--- config.mk ---
export PLATFORM = sky130hd
export DESIGN_NAME = sonar_varredura_param
export DESIGN_NICKNAME = d
export VERILOG_FILES = /design/src/rtl/sonar_pkg.sv /design/src/rtl/contador_m.sv /design/src/rtl/sonar_frame_ascii.sv /design/src/rtl/sonar_varredura_param.sv
export SDC_FILE = /design/constraint.sdc
export NUM_CORES = 1
export LEC_CHECK = 0
export BUFFER_PORTS_ARGS = -buffer_cell sky130_fd_sc_hd__buf_2
export CAP_MARGIN = 20
export CORE_MARGIN = 2
export CORE_UTILIZATION = 45
export DETAILED_ROUTE_END_ITERATION = 8
export GPL_TIMING_DRIVEN = 0
export PLACE_DENSITY = 0.74
export SKIP_CTS_REPAIR_TIMING = 1
export SLEW_MARGIN = 15
export SYNTH_ARGS = -nofsm -noshare
export SYNTH_HDL_FRONTEND = slang
export SYNTH_SLANG_ARGS = --single-unit
--- constraint.sdc ---
create_clock -name clock -period 3.84 [get_ports clock]
set_input_delay 0.384 -clock clock [delete_from_list [all_inputs] [get_ports clock]]
set_output_delay 0.384 -clock clock [all_outputs]
set_load 0.02 [all_outputs]
--- src/rtl/sonar_pkg.sv ---
// ============================================================================
// Module : sonar_pkg
// Brief  : Shared states, ASCII constants and BCD sentinel for the sonar sweep.
// Rev    : 1.0
// ============================================================================
`default_nettype none

package sonar_pkg;

    typedef enum logic [3:0] {
        INICIAL   = 4'd0,
        POSICIONA = 4'd1,
        MEDE      = 4'd2,
        ESPERA    = 4'd3,
        ACUMULA   = 4'd4,
        TX        = 4'd5,
        PROXIMO   = 4'd6,
        FIM       = 4'd7
    } estado_t;

    localparam logic [6:0]  ASCII_VIRGULA    = 7'h2C;
    localparam logic [6:0]  ASCII_CERQUILHA  = 7'h23;
    localparam logic [6:0]  ASCII_EXCLAMACAO = 7'h21;
    localparam logic [6:0]  ASCII_ZERO       = 7'h30;
    localparam logic [11:0] SEM_ECO          = 12'h999;
    localparam logic [2:0]  ULTIMO_BYTE      = 3'd5;

    // 7'h37 + 10 lands on 'A'
    function automatic logic [6:0] hex_ascii(input logic [3:0] v);
        return (v < 4'd10) ? (ASCII_ZERO + {3'b000, v}) : (7'h37 + {3'b000, v});
    endfunction

endpackage

`default_nettype wire

--- src/rtl/contador_m.sv ---
// ============================================================================
// Module : contador_m
// Brief  : Modulo-M up counter with synchronous clear; o_fim flags the last count.
// Rev    : 1.0
// ============================================================================
`default_nettype none

module contador_m #(
    parameter int M = 16
) (
    input  logic clock,
    input  logic reset,
    input  logic i_zera,
    input  logic i_conta,
    output logic o_fim
);

    localparam int         W        = (M > 1) ? $clog2(M) : 1;
    localparam logic [W-1:0] c_ULTIMO = W'(M - 1);

    logic [W-1:0] r_q;

    always_ff @(posedge clock) begin
        if (!reset || i_zera) begin
            r_q <= '0;
        end else if (i_conta) begin
            r_q <= (r_q == c_ULTIMO) ? '0 : r_q + 1'b1;
        end
    end

    assign o_fim = i_conta && (r_q == c_ULTIMO);

endmodule

`default_nettype wire

--- src/rtl/sonar_frame_ascii.sv ---
// ============================================================================
// Module : sonar_frame_ascii
// Brief  : Selects the ASCII byte of the 6-byte "P,DDDx" frame by byte index.
// Rev    : 1.0
// ============================================================================
`default_nettype none

module sonar_frame_ascii
    import sonar_pkg::*;
#(
    parameter int W_POS = 3
) (
    input  logic [2:0]       i_indice_byte,
    input  logic [W_POS-1:0] i_posicao,
    input  logic [11:0]      i_distancia_min,
    input  logic             i_alerta,
    output logic [6:0]       o_dado_tx
);

    logic [3:0] w_pos_hex;

    always_comb begin
        w_pos_hex = 4'(i_posicao);
        o_dado_tx = ASCII_ZERO;
        case (i_indice_byte)
            3'd0:    o_dado_tx = hex_ascii(w_pos_hex);
            3'd1:    o_dado_tx = ASCII_VIRGULA;
            3'd2:    o_dado_tx = ASCII_ZERO + {3'b000, i_distancia_min[11:8]};
            3'd3:    o_dado_tx = ASCII_ZERO + {3'b000, i_distancia_min[7:4]};
            3'd4:    o_dado_tx = ASCII_ZERO + {3'b000, i_distancia_min[3:0]};
            3'd5:    o_dado_tx = i_alerta ? ASCII_EXCLAMACAO : ASCII_CERQUILHA;
            default: o_dado_tx = ASCII_ZERO;
        endcase
    end

endmodule

`default_nettype wire

--- src/rtl/sonar_varredura_param.sv ---
// ============================================================================
// Module : sonar_varredura_param
// Brief  : Servo sweep sequencer: settle, N measurements, keep min, send frame.
// Rev    : 1.0
// ============================================================================
`default_nettype none

module sonar_varredura_param
    import sonar_pkg::*;
#(
    parameter int          N_POS      = 8,
    parameter int          T_ASSENTAR = 25_000_000,
    parameter int          N_AMOSTRAS = 4,
    parameter int          T_TIMEOUT  = 2_500_000,
    parameter logic [11:0] LIMIAR     = 12'h020
) (
    input  logic                       clock,
    input  logic                       reset,
    input  logic                       ligar,
    input  logic                       modo_continuo,
    input  logic                       pronto_medida,
    input  logic [11:0]                distancia,
    input  logic                       pronto_tx,
    output logic                       medir,
    output logic                       partida_tx,
    output logic [6:0]                 dado_tx,
    output logic [$clog2(N_POS)-1:0]   posicao,
    output logic [11:0]                distancia_min,
    output logic                       alerta,
    output logic                       fim_posicao,
    output logic                       fim_varredura,
    output logic                       ocupado,
    output logic [3:0]                 db_estado
);

    localparam int W_POS  = $clog2(N_POS);
    localparam int W_CONT = $clog2(N_AMOSTRAS + 1);
    localparam int M_ASSENTAR = (T_ASSENTAR < 1) ? 1 : T_ASSENTAR;
    localparam int M_TIMEOUT  = (T_TIMEOUT  < 1) ? 1 : T_TIMEOUT;

    estado_t            r_estado;
    estado_t            w_proximo;
    logic [W_POS-1:0]   r_posicao;
    logic               r_desce;
    logic [W_CONT-1:0]  r_cont;
    logic [11:0]        r_min;
    logic [11:0]        r_amostra;
    logic [11:0]        r_dist_min;
    logic               r_alerta;
    logic [2:0]         r_indice;
    logic               r_aguarda;

    logic               w_fim_assentar;
    logic               w_fim_timeout;
    logic               w_ultima_amostra;
    logic               w_ultima_pos;
    logic [11:0]        w_novo_min;

    contador_m #(.M(M_ASSENTAR)) u_assentar (
        .clock   (clock),
        .reset   (reset),
        .i_zera  (r_estado != POSICIONA),
        .i_conta (1'b1),
        .o_fim   (w_fim_assentar)
    );

    contador_m #(.M(M_TIMEOUT)) u_timeout (
        .clock   (clock),
        .reset   (reset),
        .i_zera  (r_estado != ESPERA),
        .i_conta (1'b1),
        .o_fim   (w_fim_timeout)
    );

    sonar_frame_ascii #(.W_POS(W_POS)) u_frame (
        .i_indice_byte   (r_indice),
        .i_posicao       (r_posicao),
        .i_distancia_min (r_dist_min),
        .i_alerta        (r_alerta),
        .o_dado_tx       (dado_tx)
    );

    assign w_ultima_amostra = (r_cont == W_CONT'(N_AMOSTRAS - 1));
    assign w_ultima_pos     = (r_posicao == W_POS'(N_POS - 1));
    assign w_novo_min       = (r_amostra < r_min) ? r_amostra : r_min;

    always_ff @(posedge clock) begin
        if (!reset) begin
            r_estado <= INICIAL;
        end else begin
            r_estado <= w_proximo;
        end
    end

    always_comb begin
        w_proximo     = r_estado;
        medir         = 1'b0;
        partida_tx    = 1'b0;
        fim_posicao   = 1'b0;
        fim_varredura = 1'b0;
        case (r_estado)
            INICIAL: begin
                if (ligar) w_proximo = POSICIONA;
            end
            POSICIONA: begin
                if (!ligar)              w_proximo = INICIAL;
                else if (w_fim_assentar) w_proximo = MEDE;
            end
            MEDE: begin
                medir     = ligar;
                w_proximo = ligar ? ESPERA : INICIAL;
            end
            ESPERA: begin
                if (!ligar)                              w_proximo = INICIAL;
                else if (pronto_medida || w_fim_timeout) w_proximo = ACUMULA;
            end
            ACUMULA: begin
                if (!ligar)                w_proximo = INICIAL;
                else if (w_ultima_amostra) w_proximo = TX;
                else                       w_proximo = MEDE;
            end
            TX: begin
                // An in-flight byte always completes; abort only between bytes.
                if (r_aguarda) begin
                    if (pronto_tx) begin
                        if (!ligar)                         w_proximo = INICIAL;
                        else if (r_indice == ULTIMO_BYTE)   w_proximo = PROXIMO;
                    end
                end else if (!ligar) begin
                    w_proximo = INICIAL;
                end else begin
                    partida_tx = 1'b1;
                end
            end
            PROXIMO: begin
                fim_posicao = 1'b1;
                if (!ligar) begin
                    w_proximo = INICIAL;
                end else if (!modo_continuo && w_ultima_pos) begin
                    fim_varredura = 1'b1;
                    w_proximo     = FIM;
                end else begin
                    w_proximo = POSICIONA;
                end
            end
            FIM: begin
                if (!ligar) w_proximo = INICIAL;
            end
            default: w_proximo = INICIAL;
        endcase
    end

    always_ff @(posedge clock) begin
        if (!reset) begin
            r_posicao  <= '0;
            r_desce    <= 1'b0;
            r_cont     <= '0;
            r_min      <= SEM_ECO;
            r_amostra  <= SEM_ECO;
            r_dist_min <= SEM_ECO;
            r_alerta   <= 1'b0;
            r_indice   <= '0;
            r_aguarda  <= 1'b0;
        end else begin
            case (r_estado)
                POSICIONA: r_min <= SEM_ECO;
                ESPERA: begin
                    if (pronto_medida)      r_amostra <= distancia;
                    else if (w_fim_timeout) r_amostra <= SEM_ECO;
                end
                ACUMULA: begin
                    if (w_proximo == TX) begin
                        r_dist_min <= w_novo_min;
                        r_alerta   <= (w_novo_min < LIMIAR);
                        r_cont     <= '0;
                    end else if (w_proximo == MEDE) begin
                        r_min  <= w_novo_min;
                        r_cont <= r_cont + 1'b1;
                    end
                end
                TX: begin
                    if (partida_tx) begin
                        r_aguarda <= 1'b1;
                    end else if (r_aguarda && pronto_tx) begin
                        r_aguarda <= 1'b0;
                        r_indice  <= r_indice + 1'b1;
                    end
                end
                PROXIMO: begin
                    r_indice <= '0;
                    if (w_proximo == POSICIONA) begin
                        if (!modo_continuo) begin
                            r_posicao <= r_posicao + 1'b1;
                            r_desce   <= 1'b0;
                        end else if (!r_desce) begin
                            if (w_ultima_pos) begin
                                r_desce   <= 1'b1;
                                r_posicao <= r_posicao - 1'b1;
                            end else begin
                                r_posicao <= r_posicao + 1'b1;
                            end
                        end else if (r_posicao == '0) begin
                            r_desce   <= 1'b0;
                            r_posicao <= r_posicao + 1'b1;
                        end else begin
                            r_posicao <= r_posicao - 1'b1;
                        end
                    end
                end
                default: ;
            endcase
            // Any return to idle restarts the sweep from position 0 going up.
            if (w_proximo == INICIAL) begin
                r_posicao <= '0;
                r_desce   <= 1'b0;
                r_cont    <= '0;
                r_indice  <= '0;
                r_aguarda <= 1'b0;
            end
        end
    end

    assign posicao       = r_posicao;
    assign distancia_min = r_dist_min;
    assign alerta        = r_alerta;
    assign ocupado       = (r_estado != INICIAL) && (r_estado != FIM);
    assign db_estado     = r_estado;

endmodule

`default_nettype wire

======== After elaboration in Yosys (flattened, before gate mapping) ========
Index checks and enable logic that the tools add are counted.
Widths: inputs -> output; s select.
storage, ports and cells
  bits in registers ....................... 99
  bits of input ports ..................... 18
  output and inout bits ................... 32
  word-level logic and storage cells ...... 129
operators by class
  add/subtract/negate cells ............... 11
  $lt $le $gt $ge ......................... 3
  equality and inequality tests ........... 26
  multiplexer cells ....................... 48
  bitwise operators ....................... 1
  reductions and logical operators ........ 28
operator list
  kind                   count
  $mux 12                5
  $pmux 7 s6             1
  $mux 4                 10
  $mux 3                 12
  $pmux 4 s8             1
  $add 25x1->25 const B  1
  $eq 25x25->1 const B   1
  $pmux 12 s2            1
  $add 22x1->22 const B  1
  $eq 22x22->1 const B   1
  $add 6x4->7 const A    3
  $eq 4x3->1 const B     5
  $add 6x3->7 const A    2
  $mux 1                 14
  $eq 4x2->1 const B     3
  $lt 12x12->1           1
  $lt 12x6->1 const B    1
  $reduce_and 2->1       5
  $reduce_bool 2->1      5
  $add 3x1->3 const B    3
  $eq 3x2->1 const B     3
  $eq 3x3->1 const B     3
  $eq 4x1->1 const B     2
  $logic_not 4->1        2
  18 further kinds       31

======== Logic depth before layout (Yosys ltp) ========
  depth in word-level cells ............... 10
  gate-level depth with buffers ........... 10

======== Modules after synthesis ========
A second synthesis with hierarchy kept.
unflattened totals
  cells, all modules ...................... 595
  area, all modules ....................... 5175.0 µm²
modules (own cells, without submodules)
  module                    times used  cells each  area an instance (µm²)
  sonar_varredura_param     1           305         2681.3
  contador_m at u_assentar  1           138         1209.9
  contador_m at u_timeout   1           122         1093.5
  sonar_frame_ascii         1           30          190.2

======== Worst setup path after synthesis ========
OpenSTA, ideal clock, no wires.
  kind .................................... register to output
  start ................................... register r_indice[2]
  end ..................................... output dado_tx[4]
  arrival time ............................ 1.853 ns
  path slack .............................. 1.603 ns
  stages on the path, launching flop included .. 6
  path buffers ............................ 1
  cells stage by stage .................... dfxtp_1 > clkbuf_1 > inv_1 > ha_1 > or4_1 > a31oi_1
between the ends
  cells in the longest elaborated chain, start to end .. 2
RTL lines
  element                             line                          text
  start: declaration                  sonar_varredura_param.sv:50   logic [2:0] r_indice;
  start signal: assignment            sonar_varredura_param.sv:186  r_indice <= r_indice + 1'b1;
  $eq 3x3->1 (tied with other cells)  sonar_frame_ascii.sv:25       case (i_indice_byte)
  $pmux 7 s6 *                        sonar_frame_ascii.sv:25
  end: declaration                    sonar_varredura_param.sv:26   output logic [6:0] dado_tx,
Every way passes the cells marked *; elsewhere a longest branch is shown, timed or not.

======== Final worst setup path ========
Ends and elaborated chain as after synthesis.

==> flow_summary.yaml <==
status:
  status: "finished, final reports clean"
critical_path:
  crit_type: "register to primary output"
  worstPathArrival_ns: 2.40
  reg2reg_slack_ns: 1.28
  cp.required_ns: 3.46
  end_kind: "primary output"
  cp-start-kind: "register"
  crit_path_max_fanout: 10
timing:
  max_freq_ghz: 0.359
  fin_skew_ns: 0.0173
  hold_viol_final: 0
  fin_crit_ns: 2.78
  fin_crit_sh: 0.725
  relSlewSlack: 0.320
  setup_violations: 0
  finalWorstSetupSlack_ns: 1.06
  rsz0062_at_grt: "false"
  tightest_slew_ns: 1.01
  hold_ws_ns: 0.207
  setup_tns_ns: 0
  slew_viol_final: 0
logic_synthesis:
  synth_edf_count: 0
  ys_ff_latch: 99
  postSynth.asyncResetShare: 0
  yosys_most_used_dff: "dfxtp_1"
  synth_warnings: 0
  synth_area_sq_um: 4910
  netlist_instances: 569
  ys_seq_area_frac: 0.404
  synth_cell_types: 61
  avgSynthCellArea_sq_um: 8.63
global_route:
  grt.total_usage: 0.201
  grt_pass1_vias: 4052
  antenna_found_initial: 0
  grt_start_max_net_pins: 18
  overflow: 0
  grt_pass1_wl_microns: 18700
cts:
  cts_buffer_depth: 2
  cts_tree: "yes"
  clk_pin_slew_ns: 0.11
  clock-sinks: 99
  htree_num_levels: 3
  clock_latency_ns: 0.39
  cts_root_buf: "clkbuf_8"
  numCtsBuffers: 9
finish:
  synthToLayoutAreaGrowth_pct: 12.8
  final_layout_size_suffix_gt1_frac: 0.127
  antenna-diode-count: 0
  finalNetCount: 668
power_and_ir_drop:
  power_w: 0.00183
  p_leak_nw: 2.10
  ir_drop_uv: 220
  power.density_nw_per_um2: 331
route:
  drtIter0Drc: 235
  avgViaCountPerCell: 5.42
  drt-pass1-iter-count: 4
  drc: 0
  drt.antenna.violating_nets: 0
  wl_microns: 11300
  wl_per_cell_microns: 14.6
  vias: 4176
floorplan:
  die_w_microns: 108
  core_sq_um: 10700
  die_area_sq_um: 11800
  die_h_microns: 108
  num_rows: 38
  ios: 50
  initial_core_util: 0.457
placed_design:
  pre_cts_ws_ns: 1.29
  dp_hpwl_microns: 8460
  place.gp.congestion: 0.801
  io_buffers: 45
run:
  maxCapViolCount: 0
worst_hold_path:
  holdCritPathClass: "primary input to register"
==> worst paths after layout <==
check,start,endpoint,depth (start not counted)
setup / recovery,r_indice[2],dado_tx[4],6
hold reg to reg,u_timeout.r_q[0],u_timeout.r_q[0],1
setup reg to reg,r_min[5],r_min[6],8
hold / removal,distancia[11],r_amostra[11],3
==> worst max-delay path: stages, from the launching register on <==
cell	delay, ns
dfxtp_1	0.46
clkbuf_1	0.34
inv_1	0.11
ha_1	0.28
or4_1	0.47
a31oi_1	0.17
buf_2	0.18
==> cell usage after synthesis (all sizes together) (2+ instances only) <==
cell	n	area share
dfxtp	99	0.40
nor2	74	0.057
nand2	41	0.031
a21oi	29	0.030
inv	29	0.022
o21ai	26	0.026
xor2	25	0.045
ha	24	0.061
nor3	20	0.022
clkbuf	18	0.014
nand3	17	0.018
xnor2	17	0.030
nand4	15	0.019
mux2i	14	0.029
and3	8	0.010
a22oi	7	0.011
buf	7	0.0094
or3	7	0.0089
a22o	6	0.011
a2bb2oi	6	0.011
and2	6	0.0076
nor2b	6	0.0076
o22ai	6	0.0076
nor4	5	0.0064
nor4b	5	0.0089
o211ai	5	0.0076
a211oi	3	0.0056
a31oi	3	0.0069
and4	3	0.0054
nand2b	3	0.0038
nor3b	3	0.0056
nor4bb	3	0.0061
or4	3	0.0053
a21o	2	0.0031
a221o	2	0.0041
a311oi	2	0.0048
conb	2	0.0015
nand3b	2	0.0031
nand4b	2	0.0036
o2111ai	2	0.0036
o211a	2	0.0041
o311a	2	0.0041
==> per-stage QoR <==
step                 util  cell area, sq um  cells
floorplan               -              4910    570
global placement    0.495              5320    755
detailed placement  0.495              5320    755
CTS                 0.516              5540    771
global route        0.516              5540    771
finish              0.516              5540    771
==> report_power, final <==
group | internal (W) | total [W] | switching (W) | leakage, nW
logic | 0.0000165 | 0.0000471 | 0.0000306 | 1.21
clock network | 0.000371 | 0.000758 | 0.000387 | 0.0996
registers | 0.00103 | 0.00103 | 0.00000225 | 0.798
total | 0.00141 | 0.00183 | 0.000420 | 2.10
==> kinds of logic (layout without fill, tap and decap cells) <==
group / count (synthesis) / after routing / share of synthesized area
AND/OR/NAND/NOR: 226 / 226 / 0.236
other: 2 / 3 / 0.00153
multiplexers: 15 / 15 / 0.0308
adder cells (fa/ha/maj): 24 / 24 / 0.0611
XOR/XNOR: 42 / 42 / 0.0749
AO/OA/AOI/OAI: 107 / 107 / 0.147
buffers and inverters: 54 / 115 / 0.0453
flip-flops: 99 / 99 / 0.404
==> per-layer routing <==
layer / part of all wire / GRT usage / routed length [microns] / vias up
met3: 0.039 / 0.0512 / 438 / 14
met1: 0.45 / 0.242 / 5110 / 1972
met2: 0.49 / 0.351 / 5560 / 67
met5: 0 / 0 / 0 / -
met4: 0.014 / 0.0586 / 160 / 0
li1: - / - / - / 2123
==> cells in the final DEF, fill, tap and decap left out, types with 7 or more instances in the layout <==
cell type	netlist	routed
dfxtp_1	99	99
nor2_1	74	74
buf_2	4	49
nand2_1	41	41
a21oi_1	29	29
inv_1	28	28
xor2_1	25	25
ha_1	24	24
o21ai_0	22	22
clkbuf_1	18	18
nor3_1	18	18
xnor2_1	17	17
nand3_1	16	16
nand4_1	15	15
mux2i_1	14	14
clkbuf_8	0	9
and3_1	8	8
a22oi_1	7	7
or3_1	7	7
==> area by class of cell <==
| cell class | count | area [sq um] |
|---|---|---|
| buffer | 25 | 114 |
| clock buffer | 9 | 124 |
| clock inverter | 7 | 101 |
| fill | 1024 | 5200 |
| inverter | 29 | 109 |
| multi-input combinational | 417 | 2710 |
| sequential | 99 | 1980 |
| tap | 140 | 175 |
| timing repair buffer | 45 | 225 |
==> state kept, by name (all words and copies together), names as in the netlist <==
signal	count
db_estado	4
distancia_min	12
r_min	12
u_assentar.r_q	25
r_cont	3
alerta	1
u_timeout.r_q	22
posicao	3
r_aguarda	1
r_amostra	12
r_desce	1
r_indice	3
(Power assumes the default switching activity.)
